===== config.mk =====
export PLATFORM = sky130hd
export DESIGN_NAME = pipe_skid_reader16
export DESIGN_NICKNAME = d
export VERILOG_FILES = /design/src/rtl/pipe_skid_reader16.sv
export SDC_FILE = /design/constraint.sdc
export NUM_CORES = 1
export LEC_CHECK = 0
export ABC_CLOCK_PERIOD_IN_PS = 2000
export CAP_MARGIN = 25
export CORE_AREA = 3 3 61 63
export CTS_BUF_LIST = sky130_fd_sc_hd__clkbuf_4 sky130_fd_sc_hd__clkbuf_8
export DETAILED_ROUTE_END_ITERATION = 7
export DIE_AREA = 0 0 64 66
export PLACE_DENSITY = 0.8
export SLEW_MARGIN = 0
export SYNTH_ARGS = -nofsm -noshare
export SYNTH_HDL_FRONTEND = slang
export SYNTH_SLANG_ARGS = --single-unit

===== constraint.sdc =====
create_clock -name clk -period 2 [get_ports clk]
set_clock_uncertainty 0.1 [all_clocks]
set_input_delay 0.3 -clock clk [delete_from_list [all_inputs] [get_ports clk]]
set_output_delay 0.3 -clock clk [all_outputs]
set_load 0.03 [all_outputs]

===== src/rtl/pipe_skid_reader16.sv =====
// pipe_skid_reader16
//   Reader end of a pipeline-register stage. Words arrive over a valid/ready
//   handshake and are presented to the next stage through a 2-entry skid
//   buffer. Back-pressure never drops or duplicates a word. A synchronous
//   flush empties the buffer on a branch/trap redirect.
//
//   Optional feature: define PIPE_SKID_STATS_EN to add the stall_cnt port.
//   It counts cycles with out_valid=1 and out_ready=0, saturates at 16'hFFFF,
//   and is cleared only by rst.
//
// Ports
//   clk        in   1      clock, all state changes on posedge
//   rst        in   1      synchronous active-high reset
//   flush      in   1      synchronous clear of buffered words
//   in_valid   in   1      upstream word valid
//   in_data    in   WIDTH  upstream word
//   in_ready   out  1      buffer accepts a word this cycle (state != FULL)
//   out_valid  out  1      out_data holds a valid word (state != EMPTY)
//   out_data   out  WIDTH  head of buffer
//   out_ready  in   1      next stage takes out_data this cycle
//   occupancy  out  2      words held: 0, 1 or 2
//   stall_cnt  out  16     stall cycle counter (PIPE_SKID_STATS_EN only)
module pipe_skid_reader16 #(
  parameter int WIDTH = 16
) (
  input  logic             clk,
  input  logic             rst,
  input  logic             flush,
  input  logic             in_valid,
  input  logic [WIDTH-1:0] in_data,
  output logic             in_ready,
  output logic             out_valid,
  output logic [WIDTH-1:0] out_data,
  input  logic             out_ready,
  output logic [1:0]       occupancy
`ifdef PIPE_SKID_STATS_EN
  ,
  output logic [15:0]      stall_cnt
`endif
);

  typedef enum logic [1:0] {
    EMPTY = 2'd0,
    BUSY  = 2'd1,
    FULL  = 2'd2
  } state_t;

  state_t           state_q, state_d;
  logic [WIDTH-1:0] main_q, main_d;
  logic [WIDTH-1:0] skid_q, skid_d;

  // Every output is decoded from flops only, so there is no combinational
  // path from in_* or out_ready to any output.
  assign in_ready  = (state_q != FULL);
  assign out_valid = (state_q != EMPTY);
  assign out_data  = main_q;

  always_comb begin
    occupancy = 2'd0;
    case (state_q)
      BUSY:    occupancy = 2'd1;
      FULL:    occupancy = 2'd2;
      default: occupancy = 2'd0;
    endcase
  end

  always_comb begin
    state_d = state_q;
    main_d  = main_q;
    skid_d  = skid_q;
    if (flush) begin
      // Any handshake in the flush cycle is discarded, including the upstream word.
      state_d = EMPTY;
      main_d  = '0;
      skid_d  = '0;
    end else begin
      case (state_q)
        EMPTY: begin
          if (in_valid) begin
            main_d  = in_data;
            state_d = BUSY;
          end
        end
        BUSY: begin
          if (in_valid && out_ready) begin
            main_d = in_data;
          end else if (in_valid) begin
            // Head is stalled: park the new word in the skid entry.
            skid_d  = in_data;
            state_d = FULL;
          end else if (out_ready) begin
            state_d = EMPTY;
          end
        end
        FULL: begin
          // in_ready is low here, so in_valid is ignored.
          if (out_ready) begin
            main_d  = skid_q;
            state_d = BUSY;
          end
        end
        default: state_d = EMPTY;
      endcase
    end
  end

  always_ff @(posedge clk) begin
    if (rst) begin
      state_q <= EMPTY;
      main_q  <= '0;
      skid_q  <= '0;
    end else begin
      state_q <= state_d;
      main_q  <= main_d;
      skid_q  <= skid_d;
    end
  end

`ifdef PIPE_SKID_STATS_EN
  function automatic logic [15:0] sat_inc16(input logic [15:0] v);
    return (v == 16'hFFFF) ? v : v + 16'd1;
  endfunction

  logic [15:0] stall_cnt_q, stall_cnt_d;

  // Flush does not clear the counter.
  always_comb begin
    stall_cnt_d = stall_cnt_q;
    if (out_valid && !out_ready) stall_cnt_d = sat_inc16(stall_cnt_q);
  end

  always_ff @(posedge clk) begin
    if (rst) stall_cnt_q <= '0;
    else     stall_cnt_q <= stall_cnt_d;
  end

  assign stall_cnt = stall_cnt_q;
`endif

endmodule


After elaboration in Yosys (flattened, before gate mapping):

Cells that the tools add are included.

* input port bits: 21
* bits in registers: 34

* bitwise logic cells: 1
* equality and inequality tests: 8
* multiplexer cells: 11
* reduce and logical (&&, ||, !) cells: 8

Operators by type and width (number)
* $mux W16: 3
* $pmux W16 S3: 1
* $mux W2: 5
* $ne A2 B2 Y1 const B: 5
* $reduce_and A4 Y1: 2
* $pmux W2 S3: 1
* $pmux W2 S2: 1
* $ne A3 B3 Y1 const B: 1
* $reduce_and A3 Y1: 1
* $reduce_bool A3 Y1: 1
* $eq A2 B1 Y1 const B: 1
* $eq A2 B2 Y1 const B: 1
* $logic_not A2 Y1: 1
* $reduce_bool A2 Y1: 1
* $reduce_or A2 Y1: 1
* $logic_and A1 B1 Y1: 1
* $not A1 Y1: 1

Depth between registers and ports, before layout:

* depth after elaboration: 4
* mapped depth: 5
* gate-level depth less buffers: 3

Worst setup path before layout:

OpenSTA, ideal clock, no wires.

* path kind: register to output
* start point: reg state_q[0]
* end point: out occupancy[1]
* cell stages (with the launch flop): 5
* path buffers: 2
* arrival time: 1.017 ns
* path slack: 0.583 ns
* required time: 1.600 ns
* path through: dfxtp_1 nand2b_1 buf_6 buf_6 inv_1

* cells in the longest elaborated chain, start to end: 2

RTL lines
* start: declaration: RTL line 48 `state_t state_q, state_d;`
* start signal: assignment: RTL line 113 `state_q <= state_d;`
* $eq A2 B2 Y1 or $eq A2 B1 Y1 (tied branches): RTL line 60 `case (state_q)`
* $pmux W2 S2 (*): RTL line 60
* end: declaration: RTL line 35 `output logic [1:0] occupancy`

Every way passes the cells marked *; elsewhere a longest branch is shown, timed or not.

Final worst setup path:

* start point: reg state_q[1]
* end point: out out_valid

* cells in the longest elaborated chain, start to end: 1

RTL lines
* $reduce_bool A2 Y1: RTL line 55 `assign out_valid = (state_q != EMPTY);`
* end: declaration: RTL line 32 `output logic out_valid,`

Every way passes these cells.

==> impl_metrics.json <==
{
  "yosysTopAreaCell": "dfxtp_1",
  "synth.distinct_cells": 24,
  "drive_above_1_share_pct": 15.6,
  "numCtsBuffers": 5,
  "cts_buffer_depth": 2,
  "p_per_area_nw_per_um2": 751,
  "syn_area_per_cell_sq_um": 9.47,
  "r2r-start": "state_q[1]",
  "p_leak_nw": 0.835,
  "async_flop_share_pct": 0,
  "fmax_mhz": 536,
  "cp-end-kind": "output port",
  "min_period_over_period_pct": 93.3,
  "gp_congestion": 0.747,
  "synth_edf_count": 0,
  "die_x_um": 64,
  "root_buffer": "clkbuf_4",
  "rsz0062_at_grt": "no",
  "io_pins": 41,
  "first_pass_iters": 4,
  "drcViolationCount": 0,
  "multi_input_area_sq_um": 792,
  "wl_um": 3930,
  "fillers": 283,
  "hold_path_end": "skid_q[10]",
  "fp-row-count": 21,
  "synth_common_cells": "dfxtp_1 (34), nand2_1 (33), a211oi_1 (22), a21oi_1 (17), mux2i_1 (16)",
  "numPortBuffers": 40,
  "syn-cell-area_sq_um": 1570,
  "grt_usage_pct": 19.8,
  "regToRegSetupSlack_ns": 0.25,
  "layout.cells.non_filler": 251,
  "detailroute.via_count": 1367,
  "seqPwrFrac_pct": 45.0,
  "sw_frac_of_total_pct": 24.2,
  "critPathKind": "flop to output port",
  "timing.rr.end": "out_data[9]",
  "peakVddDrop_mv": 0.401,
  "arrival_ns": 1.47,
  "p_switching_mw": 0.381,
  "p_int_mw": 1.19,
  "wl_per_cell_um": 15.7,
  "core_area_sq_um": 3280,
  "grt_pass1_vias": 1383,
  "drt_iter0_markers": 55,
  "die-area_sq_um": 4220,
  "clk_pin_slew_ns": 0.10,
  "fin_nets": 225,
  "cap_violations": 0,
  "ys.flop_type": "dfxtp_1",
  "clkPwrFrac_pct": 40.6,
  "hold_path_class": "flop to flop",
  "cts_sinks": 34,
  "dp_cells": 243,
  "combPwrFrac_pct": 14.4,
  "grt_max_degree": 35,
  "worst_pin_slew_ns": 0.738,
  "cp_data_required_time_ns": 1.60,
  "synth_top_area_share_pct": 43.3,
  "synth_area_leaders": "dfxtp_1 (43%), a211oi_1 (11%), mux2i_1 (10%)",
  "netlist_instances": 166,
  "status": "completed",
  "start_kind": "flop",
  "die_h_um": 66,
  "synth_most_common_cell": "dfxtp_1",
  "vias_per_cell": 5.45,
  "tns_ns": 0,
  "antenna_found_initial": 0,
  "rr_worst_depth": 4,
  "overflow": 0,
  "worst_hold_path.num_cells": 2,
  "whs_ns": 0.361,
  "setup_viol": 0,
  "final_hold_viol_count": 0,
  "ant_nets": 0,
  "syn_to_final_growth_pct": 33.4,
  "htree_levels": 2,
  "slew_viol_final": 0,
  "ys_warn_count": 0,
  "grt_pass1_wl_um": 6590,
  "hp-start": "skid_q[10]",
  "crit_fanout": 8,
  "cts_tree": "yes",
  "seq_area_sq_um": 681,
  "diodes": 0,
  "ys_seq_elements": 34,
  "syn_nets": 187,
  "start_util_pct": 47.9,
  "period_needed_ns": 1.87,
  "clock_latency_ns": 0.32,
  "ctsHoldBuffers": 0,
  "final_core_util_pct": 63.9,
  "post-dp-hpwl_um": 2860,
  "relSlewSlack_pct": 50.8,
  "yosysSeqAreaShare_pct": 43.3
}
==> cell families (layout without fill, tap and decap cells) <==
logic type      Yosys count  in the layout  share of synthesized area [%]
compound gates           53             53                           26.3
buf+inv                  18             57                           6.92
flops                    34             34                           43.3
mux                      16             16                           10.2
simple gates             45             45                           13.4
==> through the flow <==
| step | power, mW | instance area (sq um) | worst slack, ns |
|---|---|---|---|
| after floorplan | 0.852 | 1570 | 0.583 |
| after global placement | 0.943 | 1990 | -0.392 |
| after global routing | 1.64 | 2100 | 0.0527 |
| after CTS | 1.58 | 2090 | 0.0864 |
| after detailed placement | 0.952 | 1990 | -0.523 |
| final | 1.58 | 2100 | 0.135 |
==> critical path, cell delays in order, from the launching register on <==
cell and delay [ns]:
dfxtp_1 0.34, buf_4 0.16, or2_2 0.28, dlygate4sd2_1 0.36
==> power by group through the flow <==
stage / logic [mW] / clock network, mW / registers (mW)
CTS: 0.228 / 0.642 / 0.709
global placement: 0.220 / 0 / 0.723
finish: 0.227 / 0.639 / 0.709
detailed placement: 0.229 / 0 / 0.723
floorplan: 0.102 / 0 / 0.750
global route: 0.243 / 0.686 / 0.711
==> worst max-delay path by stage <==
| stage | from | endpoint | slack (ns) |
|---|---|---|---|
| 6_report | state_q[1] | out_valid | 0.13 |
| 4_1_cts | state_q[0] | in_ready | 0.09 |
| 5_1_grt | state_q[0] | in_ready | 0.05 |
| 2_1_floorplan | state_q[0] | occupancy[1] | 0.58 |
| 3_5_place_dp | in_valid | out_data[15] | -0.52 |
| 3_3_place_gp | in_valid | out_data[11] | -0.39 |
==> per-layer routing <==
layer | GRT usage, % | up-vias | wire length (um)
li1 | - | 665 | -
met1 | 23.4 | 654 | 1630
met2 | 35.1 | 42 | 2050
met3 | 4.08 | 6 | 187
met4 | 7.28 | 0 | 63
met5 | 0 | - | 0
==> sequential cells by signal, indices dropped and copies added (netlist names) <==
name	flops
skid_q	16
out_data	16
state_q	2
==> placed cells by master, fill, tap and decap left out, types with 2 or more instances in the layout <==
master,netlist,routed
a211oi_1,22,22
a211oi_2,10,10
a21oi_1,17,17
buf_4,0,8
bufinv_16,0,2
clkbuf_4,0,5
clkdlybuf4s50_1,0,36
dfxtp_1,34,34
dlygate4sd2_1,0,3
mux2i_1,16,16
nand2_1,33,33
nand2b_1,2,2
or2_2,2,2
==> repair_timing <==
| item | CTS | global route |
|---|---|---|
| buffers inserted | 0 | 0 |
| setup endpoints to repair | 19 | 1 |
| gates resized for setup | 4 | 1 |
| cloned | 0 | 0 |
==> area by class of cell <==
class	instances	area share [%]
Multi-Input combinational cell	114	37.7
Sequential cell	34	32.4
Inverter	1	0.179
Tap cell	46	2.74
Clock inverter	3	3.28
Clock buffer	5	1.79
Timing Repair Buffer	48	21.8
(Power assumes the default switching activity.)
